$ cat src/rtl/seq_div4.sv
// seq_div4: 4-bit unsigned restoring divider producing one quotient bit per CALC cycle.
// A zero divisor skips iteration and reports q=F, r=x with dbz set.
module seq_div4 (
    input  logic       clk,
    input  logic       rst,
    input  logic       start,
    input  logic [3:0] x,
    input  logic [3:0] y,
    output logic [3:0] q,
    output logic [3:0] r,
    output logic       busy,
    output logic       done,
    output logic       dbz
);
    typedef enum logic [1:0] {
        IDLE = 2'd0,
        CALC = 2'd1,
        DONE = 2'd2
    } state_t;

    state_t     state_q, state_d;
    logic [4:0] a_q, a_d;
    logic [3:0] quo_q, quo_d;
    logic [3:0] y_q, y_d;
    logic [2:0] count_q, count_d;
    logic [3:0] q_q, q_d;
    logic [3:0] r_q, r_d;
    logic       dbz_q, dbz_d;
    logic       busy_q, busy_d;
    logic       done_q, done_d;

    logic [4:0] a_sh;
    logic [3:0] quo_sh;
    logic [4:0] t_diff;

    // Next-state, datapath iteration and result-load logic.
    always_comb begin
        state_d = state_q;
        a_d     = a_q;
        quo_d   = quo_q;
        y_d     = y_q;
        count_d = count_q;
        q_d     = q_q;
        r_d     = r_q;
        dbz_d   = dbz_q;

        a_sh   = {a_q[3:0], quo_q[3]};
        quo_sh = {quo_q[2:0], 1'b0};
        // Subtract via inverted divisor plus carry-in; bit 4 flags a negative trial.
        t_diff = a_sh + {1'b1, ~y_q} + 5'd1;

        case (state_q)
            IDLE: begin
                if (start) begin
                    if (y != 4'd0) begin
                        y_d     = y;
                        a_d     = 5'd0;
                        quo_d   = x;
                        count_d = 3'd4;
                        state_d = CALC;
                    end else begin
                        q_d     = 4'hF;
                        r_d     = x;
                        dbz_d   = 1'b1;
                        state_d = DONE;
                    end
                end else begin
                    state_d = IDLE;
                end
            end
            CALC: begin
                count_d = count_q - 3'd1;
                if (t_diff[4]) begin
                    a_d   = a_sh;
                    quo_d = quo_sh;
                end else begin
                    a_d   = t_diff;
                    quo_d = quo_sh | 4'd1;
                end
                if (count_q == 3'd1) begin
                    q_d     = quo_d;
                    r_d     = a_d[3:0];
                    dbz_d   = 1'b0;
                    state_d = DONE;
                end else begin
                    state_d = CALC;
                end
            end
            DONE: begin
                state_d = IDLE;
            end
            default: begin
                state_d = IDLE;
            end
        endcase

        busy_d = (state_d == CALC);
        done_d = (state_d == DONE);
    end

    // State and datapath registers with synchronous reset.
    always_ff @(posedge clk) begin
        if (rst) begin
            state_q <= IDLE;
            a_q     <= 5'd0;
            quo_q   <= 4'd0;
            y_q     <= 4'd0;
            count_q <= 3'd0;
            q_q     <= 4'd0;
            r_q     <= 4'd0;
            dbz_q   <= 1'b0;
            busy_q  <= 1'b0;
            done_q  <= 1'b0;
        end else begin
            state_q <= state_d;
            a_q     <= a_d;
            quo_q   <= quo_d;
            y_q     <= y_d;
            count_q <= count_d;
            q_q     <= q_d;
            r_q     <= r_d;
            dbz_q   <= dbz_d;
            busy_q  <= busy_d;
            done_q  <= done_d;
        end
    end

    assign q    = q_q;
    assign r    = r_q;
    assign dbz  = dbz_q;
    assign busy = busy_q;
    assign done = done_q;

endmodule

$ cat config.mk
export PLATFORM = sky130hd
export DESIGN_NAME = seq_div4
export DESIGN_NICKNAME = d
export VERILOG_FILES = /design/src/rtl/seq_div4.sv
export SDC_FILE = /design/constraint.sdc
export NUM_CORES = 1
export LEC_CHECK = 0
export CAP_MARGIN = 40
export CORE_MARGIN = 2
export CORE_UTILIZATION = 25
export DETAILED_ROUTE_END_ITERATION = 16
export PLACE_DENSITY_LB_ADDON = 0.25
export SLEW_MARGIN = 15
export SYNTH_ARGS = -nofsm -noshare
export SYNTH_HDL_FRONTEND = slang
export SYNTH_SLANG_ARGS = --single-unit
export TNS_END_PERCENT = 5
$ cat constraint.sdc
create_clock -name clk -period 2.45 [get_ports clk]
set_input_delay 0.735 -clock clk [delete_from_list [all_inputs] [get_ports clk]]
set_output_delay 0.735 -clock clk [all_outputs]
set_load 0.01 [all_outputs]
==> flow_summary.yaml, run 1 <==
floorplan:
  die_area_mm2: 0.00604
  die_h_um: 77.7
  num_io_pins: 22
  rows: 26
  core_area_mm2: 0.00517
  die_w_um: 77.7
  initial_core_util: 0.262
logic_synthesis:
  yosysMostFrequentCell: "dfxtp_1"
  synthSimpleGateAreaFrac: 0.242
  synth_compound_area_frac: 0.177
  syn_avg_cell_area_um2: 8.99
  yosys_warnings: 0
  synth-xor-area-share: 0.0184
  synth_adder_area_share: 0.0700
  synth.distinct_cells: 39
  synth-edff-count: 0
  syn_nets: 169
  yosys.area.top_type: "dfxtp_1"
  syn_area_mm2: 0.00136
  synth_top_family_by_area: "simple AND/OR/NAND/NOR gates"
  synthTopCellsByArea: "dfxtp_1, nor2_1, ha_1"
  synthFlopType: "dfxtp_1"
  netlist.area_leader.share: 0.413
  ys_async_sr_fraction: 0
  ys_top_cells_by_count: "dfxtp_1, nor2_1, nand2_1"
  synthCells: 151
  yosysSeqAreaShare: 0.413
  synth-seq-cells: 28
  synthMuxAreaShare: 0.0230
status:
  outcome: "complete, no violations"
flow_run:
  max-cap-violations: 0
worst_setup_path:
  max_stage_delay_ns: 0.38
  crit_arrival_ns: 2.45
  crit_fanout: 2
  critPathBufInv: 1
  slowest_stage: "fa_1"
  start_kind: "register"
  cp-end-kind: "register"
  crit_type: "reg2reg"
  path_cells: "inv_1 > ha_1 > fa_1 > nand2b_1 > a21oi_2 > xor2_2 > mux2_2 > a311oi_2"
  cp_data_required_time_ns: 2.65
  crit_family: "adder cells"
global_routing:
  grt_pass1_vias: 1050
  grt_usage: 0.104
  antenna_found_initial: 0
  grt_pass1_wl_um: 5060
  grt_overflow_total: 0
  grt_max_degree: 18
cts:
  htreeDepth: 1
  cts_tree: "done"
  postCtsSetupRepairBufs: 0
  clk_pin_slew_worst_paths_ns: 0.10
  postCtsResizedCells: 0
  holdBufCountCts: 0
  clockBufferDepth: 2
  cts_root_buffer: "clkbuf_8"
  clk_latency_ns: 0.27
  cts_buffers: 3
  clock-sinks: 28
cells_and_area:
  final_nets: 208
  synthToLayoutAreaGrowth_pct: 34.3
  layout-drive-gt1-share: 0.217
  diodes: 0
route:
  via_count: 1108
  dr.pass1.iters: 4
  viasPerCell: 4.28
  remaining_drc_errors: 0
  totalWireLength_um: 2950
  wl_per_cell_um: 11.4
  drt_iter0_drc: 46
  ant_nets: 0
timing:
  final.setup_skew_ns: 0.00166
  fmaxAchievable_mhz: 444
  slew-limit-headroom: 0.758
  setup_tns_ns: 0
  worstMarginPinSlew_ns: 0.359
  finalWorstSetupSlack_ns: 0.200
  finalCritPeriodShare: 0.918
  period_needed_ns: 2.25
  rsz0062_at_grt: "false"
  whs_ns: 0.462
  drv_slew: 0
  finalSetupViolCount: 0
  finalHoldViolCount: 0
pwr:
  peakVddDrop_v: 0.000334
  p_per_area_mw_per_mm2: 597
  leakagePower_nw: 0.702
place:
  pre_cts_ws_ns: -0.0557
  globalplace.congestion: 0.712
  port_buffers: 21
  post-dp-hpwl_um: 2250
worst_hold_path:
  hold_path.class: "reg2reg"
-- path summary, 6_finish.rpt --
check            to  depth (start not counted)  slack, ns      from
min reg2reg  y_q[2]                          2       0.46    y_q[2]
max reg2reg    r[2]                          8       0.20  quo_q[3]
min          y_q[2]                          2       0.46    y_q[2]
max            r[2]                          8       0.20  quo_q[3]
-- through the flow --
step / utilization / total power, mW / area (µm²) / std cells
5_1_grt: 0.352 / 1.15 / 1820 / 259
3_3_place_gp: 0.341 / 0.803 / 1760 / 255
4_1_cts: 0.352 / 1.10 / 1820 / 259
2_1_floorplan: - / 0.692 / 1360 / 151
6_report: 0.352 / 1.09 / 1820 / 259
3_5_place_dp: 0.341 / 0.804 / 1760 / 255
-- cells by family (layout without fill, tap and decap cells) --
group                    Yosys count  in the layout
multiplexers                       3              3
flip-flops                        28             28
AO/OA/AOI/OAI                     32             32
adder cells (fa/ha/maj)            7              7
buffers and inverters             14             52
AND/OR/NAND/NOR                   65             65
XOR/XNOR                           2              2
-- where the power goes --
part | internal [mW] | switching (mW) | total, mW
Combinational | 0.142 | 0.139 | 0.281
Clock | 0.144 | 0.149 | 0.293
Sequential | 0.490 | 0.0240 | 0.514
-- worst reg2reg max path, stage by stage, from the launching register on --
cell,delay (ns)
dfxtp_1,0.35
inv_1,0.06
ha_1,0.22
fa_1,0.38
nand2b_1,0.19
a21oi_2,0.17
xor2_2,0.17
mux2_2,0.38
a311oi_2,0.26
-- layout make-up --
cell class | count | area [µm²]
fillers | 522 | 3350
multi-input cells | 109 | 724
flip-flops and latches | 28 | 561
repair buffers | 40 | 365
well taps | 70 | 87.6
clock buffers | 4 | 55.1
inverters | 8 | 30.0
-- registers in the layout, indices dropped and copies added (netlist names), 2 cells and up --
name and count:
q 4, y_q 4, state_q 2, quo_q 4, count_q 3, r 4, a_q 4
-- layout by cell type (no fill, tap or decap), drive strengths merged, types with 6 or more instances in the layout --
| cell type | n |
|---|---|
| nor2 | 29 |
| dfxtp | 28 |
| clkdlybuf4s50 | 21 |
| buf | 19 |
| nand2 | 16 |
| a21oi | 14 |
| inv | 8 |
| ha | 6 |
-- metal layers --
metal  vias up  part of all wire  global-route usage
li1        590                 -                   -
met1       488              0.54               0.150
met2        28              0.40               0.154
met3         2             0.046              0.0267
met4         0             0.013              0.0268
met5         -                 0                   0
Note: power is estimated with default switching activity, not from simulation.
==> inputs of run 2 (changes only) <==
--- a/config.mk
+++ b/config.mk
@@ -6,10 +6,11 @@
 export NUM_CORES = 1
 export LEC_CHECK = 0
 export CAP_MARGIN = 40
-export CORE_MARGIN = 2
+export CORE_MARGIN = 8
 export CORE_UTILIZATION = 25
 export DETAILED_ROUTE_END_ITERATION = 16
 export PLACE_DENSITY_LB_ADDON = 0.25
+export REMOVE_ABC_BUFFERS = 1
 export SLEW_MARGIN = 15
 export SYNTH_ARGS = -nofsm -noshare
 export SYNTH_HDL_FRONTEND = slang
==> run 2 against run 1 <==
Net effect:
- first-iteration DRC count decreased by 11%
- sequential share of layout area increased by 0.54 points
- worst hold slack improved by 0.013 ns
- count of clock-buffer cells in the layout unchanged
- clock skew increased by 0.00060 ns
- setup slack got worse by 0.019 ns
- sequential cell count unchanged
- die area increased by 33%
- cell area decreased by 1.7%
- combinational power decreased by 3%
- non-clock buffer count decreased by 4
==> flow_summary.yaml, run 2 (synthesis gave the netlist of run 1 again) <==
status:
  outcome: "complete, no violations"
cts:
  holdBufCountCts: 0
  clk_pin_slew_worst_paths_ns: 0.09
  postCtsResizedCells: 0
  htreeDepth: 1
  cts_root_buffer: "clkbuf_8"
  clock-sinks: 28
  cts_tree: "done"
  clk_latency_ns: 0.27
  cts_buffers: 3
  postCtsSetupRepairBufs: 0
  clockBufferDepth: 2
cells_and_area:
  fill_cells: 547
  layout_common_cells: "dfxtp_1, nor2_1, clkdlybuf4s50_1, nand2_1, buf_4"
  final_nets: 204
  layout-drive-gt1-share: 0.195
  post-route-util: 0.334
  synthToLayoutAreaGrowth_pct: 32.0
  diodes: 0
  final_cell_count_no_fill: 257
  final_common_cell: "dfxtp_1"
timing:
  setup_tns_ns: 0
  slew-limit-headroom: 0.768
  drv_slew: 0
  finalCritPeriodShare: 0.926
  fmaxAchievable_mhz: 441
  rsz0062_at_grt: "false"
  worstMarginPinSlew_ns: 0.344
  finalHoldViolCount: 0
  finalWorstSetupSlack_ns: 0.181
  final.setup_skew_ns: 0.00226
  period_needed_ns: 2.27
  finalSetupViolCount: 0
pwr:
  peakVddDrop_v: 0.000224
  leakagePower_nw: 0.684
  finalPower_mw: 1.07
  p_per_area_mw_per_mm2: 599
route:
  remaining_drc_errors: 0
  drt_iter0_drc: 41
  dr.pass1.iters: 4
  wl_per_cell_um: 11.9
  totalWireLength_um: 3060
  via_count: 1106
  viasPerCell: 4.30
  ant_nets: 0
worst_setup_path:
  crit_family: "adder cells"
  start_kind: "register"
  cp.depth: 8
  r2r_cells: 8
  crit_fanout: 2
  cp-end-kind: "register"
  critPathBufInv: 1
  path_cells: "inv_1 > ha_1 > fa_1 > nand2b_1 > a21oi_2 > xor2_2 > mux2_2 > a311oi_2"
  crit_type: "reg2reg"
  cp_data_required_time_ns: 2.64
  slowest_stage: "mux2_2"
  max_stage_delay_ns: 0.39
  crit_arrival_ns: 2.46
flow_run:
  max-cap-violations: 0
global_routing:
  grt_pass1_vias: 1082
  antenna_found_initial: 0
  grt_pass1_wl_um: 5200
  grt_usage: 0.0829
  grt_overflow_total: 0
  grt_max_degree: 19
worst_hold_path:
  whs_path_depth: 2
  hold_path.class: "reg2reg"
place:
  globalplace.congestion: 0.753
  dpl.cell_count: 253
  post-dp-hpwl_um: 2420
  pre_cts_ws_ns: -0.0576
  port_buffers: 21
floorplan:
  die_area_mm2: 0.00804
  die_w_um: 89.7
  die_h_um: 89.7
  initial_core_util: 0.253
  num_io_pins: 22
  core_area_mm2: 0.00537
  rows: 27
-- run 2: cell count changes in the layout (fill, tap and decap cells not counted) --
cell | previous run | this run
mux2i_2 | 1 | 0
mux2i_1 | 1 | 2
buf_4 | 18 | 14
-- run 2: worst paths after layout --
path         startpoint      to  slack (ns)
min reg2reg      y_q[2]  y_q[2]        0.48
max            quo_q[3]    r[2]        0.18
min              y_q[2]  y_q[2]        0.48
max reg2reg    quo_q[3]    r[2]        0.18
-- run 2: per-layer routing --
| layer | track usage | share of wire | vias to the layer above |
|---|---|---|---|
| li1 | - | - | 585 |
| met1 | 0.110 | 0.50 | 501 |
| met2 | 0.130 | 0.43 | 18 |
| met3 | 0.0237 | 0.067 | 2 |
| met4 | 0.0181 | 0.0075 | 0 |
| met5 | 0 | 0 | - |
-- run 2: worst register-to-register path: stages (launching register included) --
cell      delay, ns
dfxtp_1        0.34
inv_1          0.06
ha_1           0.21
fa_1           0.38
nand2b_1       0.18
a21oi_2        0.18
xor2_2         0.19
mux2_2         0.39
a311oi_2       0.25
-- run 2: where the power goes --
group,switching [mW],internal [mW],leakage [nW]
clock,0.142,0.144,0.0288
combinational,0.137,0.136,0.426
sequential,0.0246,0.490,0.229
-- run 2: layout make-up --
cell class | instances | area, µm² | share of cell area
tap | 72 | 90.1 | 0.0503
inverter | 8 | 30.0 | 0.0168
sequential | 28 | 561 | 0.313
clock buffer | 4 | 55.1 | 0.0307
timing repair buffer | 36 | 335 | 0.187
multi-input combinational | 109 | 721 | 0.402
-- run 2: through the flow --
stage | area [µm²] | hold slack (ns)
floorplan | 1310 | 0.430
global placement | 1740 | 0.464
detailed placement | 1740 | 0.469
CTS | 1790 | 0.483
global route | 1790 | 0.514
finish | 1790 | 0.475
==> inputs of run 3 (changes only) <==
--- a/config.mk
+++ b/config.mk
@@ -6,6 +6,7 @@
 export NUM_CORES = 1
 export LEC_CHECK = 0
 export CAP_MARGIN = 40
+export CORE_ASPECT_RATIO = 1.4
 export CORE_MARGIN = 8
 export CORE_UTILIZATION = 25
 export DETAILED_ROUTE_END_ITERATION = 16
==> run 3 against run 2 <==
Net effect:
- wire length shrank 0.69%
- maximum frequency grew 0.89%
- count of clock-buffer cells in the layout shrank 1
- sequential share of layout area shrank 0.15 points
- first-iteration DRC count grew 29%
- sequential cell count is the same
- critical endpoint unchanged
==> flow_summary.yaml, run 3 (synthesis gave the netlist of run 1 again) <==
floorplan:
  core_area_mm2: 0.00520
  die_h_um: 103
  initial_core_util: 0.261
  num_io_pins: 22
  die_w_um: 78.3
  rows: 31
  die_area_mm2: 0.00808
worst_setup_path:
  path_cells: "inv_1 > ha_1 > fa_1 > nand2b_1 > a21oi_2 > xor2_2 > mux2_2 > a311oi_2"
  max_stage_delay_ns: 0.38
  start_kind: "register"
  critPathBufInv: 1
  slowest_stage: "fa_1"
  crit_type: "reg2reg"
  crit_family: "adder cells"
  cp-end-kind: "register"
  crit_arrival_ns: 2.45
  cp_data_required_time_ns: 2.65
  crit_fanout: 2
pwr:
  peakVddDrop_v: 0.000185
  pwr-share-comb: 0.237
  finalPower_mw: 1.16
  clkPwrFrac: 0.318
  switching_share: 0.268
  p_seq_frac: 0.445
  power.switching_mw: 0.310
  p_per_area_mw_per_mm2: 641
  leakagePower_nw: 0.694
  internal_power_mw: 0.845
cts:
  postCtsResizedCells: 0
  clock-sinks: 28
  clockBufferDepth: 2
  cts_buffers: 3
  postCtsSetupRepairBufs: 0
  holdBufCountCts: 0
  cts_tree: "done"
  clk_pin_slew_worst_paths_ns: 0.10
  htreeDepth: 1
  cts_root_buffer: "clkbuf_8"
  clk_latency_ns: 0.28
timing:
  slew-limit-headroom: 0.771
  drv_slew: 0
  finalCritPeriodShare: 0.918
  period_needed_ns: 2.25
  fmaxAchievable_mhz: 445
  finalSetupViolCount: 0
  final.setup_skew_ns: 0.00542
  finalHoldViolCount: 0
  whs_ns: 0.459
  worstMarginPinSlew_ns: 0.339
  rsz0062_at_grt: "false"
route:
  ant_nets: 0
  wl_per_cell_um: 12.1
  drt_iter0_drc: 53
  remaining_drc_errors: 0
  dr.pass1.iters: 4
  totalWireLength_um: 3040
  via_count: 1127
  viasPerCell: 4.49
global_routing:
  grt_pass1_wl_um: 5080
  grt_overflow_total: 0
  antenna_found_initial: 0
  grt_usage: 0.0783
  grt_max_degree: 29
  grt_pass1_vias: 1169
worst_hold_path:
  hold_path.class: "reg2reg"
place:
  post-dp-hpwl_um: 2350
  dpl_cell_area_mm2: 0.00173
  port_buffers: 21
  globalplace.congestion: 0.710
cells_and_area:
  fin_area_mm2: 0.00180
  synthToLayoutAreaGrowth_pct: 32.6
  diodes: 0
  final_nets: 204
  layout-drive-gt1-share: 0.195
  final_common_cell: "dfxtp_1"
  layout_common_cells: "dfxtp_1, nor2_1, clkdlybuf4s50_1, nand2_1, buf_4"
flow_run:
  max-cap-violations: 0
status:
  outcome: "complete, no violations"
## run 3: power by group through the flow
stage	registers, mW	logic (mW)	clock network (mW)
final	0.514	0.274	0.367
after global routing	0.519	0.304	0.396
after CTS	0.514	0.278	0.380
after detailed placement	0.525	0.278	0
after global placement	0.525	0.275	0
after floorplan	0.524	0.155	0
## run 3: cell type report
class / instances / area (µm²)
Sequential cell: 28 / 561
Multi-Input combinational cell: 109 / 721
Inverter: 8 / 30.0
Clock buffer: 3 / 41.3
Clock inverter: 1 / 30.0
Fill cell: 571 / 3400
Timing Repair Buffer: 36 / 335
Tap cell: 66 / 82.6
## run 3: per-layer routing
| metal | global-route usage | up-vias | wire length [µm] |
|---|---|---|---|
| met5 | 0 | - | 0 |
| met4 | 0.0343 | 0 | 46 |
| met3 | 0.0182 | 5 | 107 |
| met2 | 0.140 | 18 | 1500 |
| met1 | 0.0862 | 518 | 1390 |
| li1 | - | 586 | - |
## run 3: final timing paths
path | depth (start not counted) | from | slack, ns | to
hold / removal | 2 | y_q[2] | 0.46 | y_q[2]
setup reg to reg | 8 | quo_q[3] | 0.20 | r[2]
setup / recovery | 8 | quo_q[3] | 0.20 | r[2]
hold reg to reg | 2 | y_q[2] | 0.46 | y_q[2]
## run 3: stage by stage
stage / util / setup slack [ns] / TNS, ns / std cells
after CTS: 0.346 / 0.167 / 0 / 251
after detailed placement: 0.333 / -0.0538 / -0.154 / 247
after floorplan: - / 0.183 / 0 / 145
final: 0.346 / 0.201 / 0 / 251
after global placement: 0.333 / -0.0337 / -0.0995 / 247
after global routing: 0.346 / 0.0517 / 0 / 251
## run 3: tightest hold or removal path, stage by stage (launching register included)
cell	delay, ns
dfxtp_1	0.32
nand2_1	0.05
a21oi_1	0.05
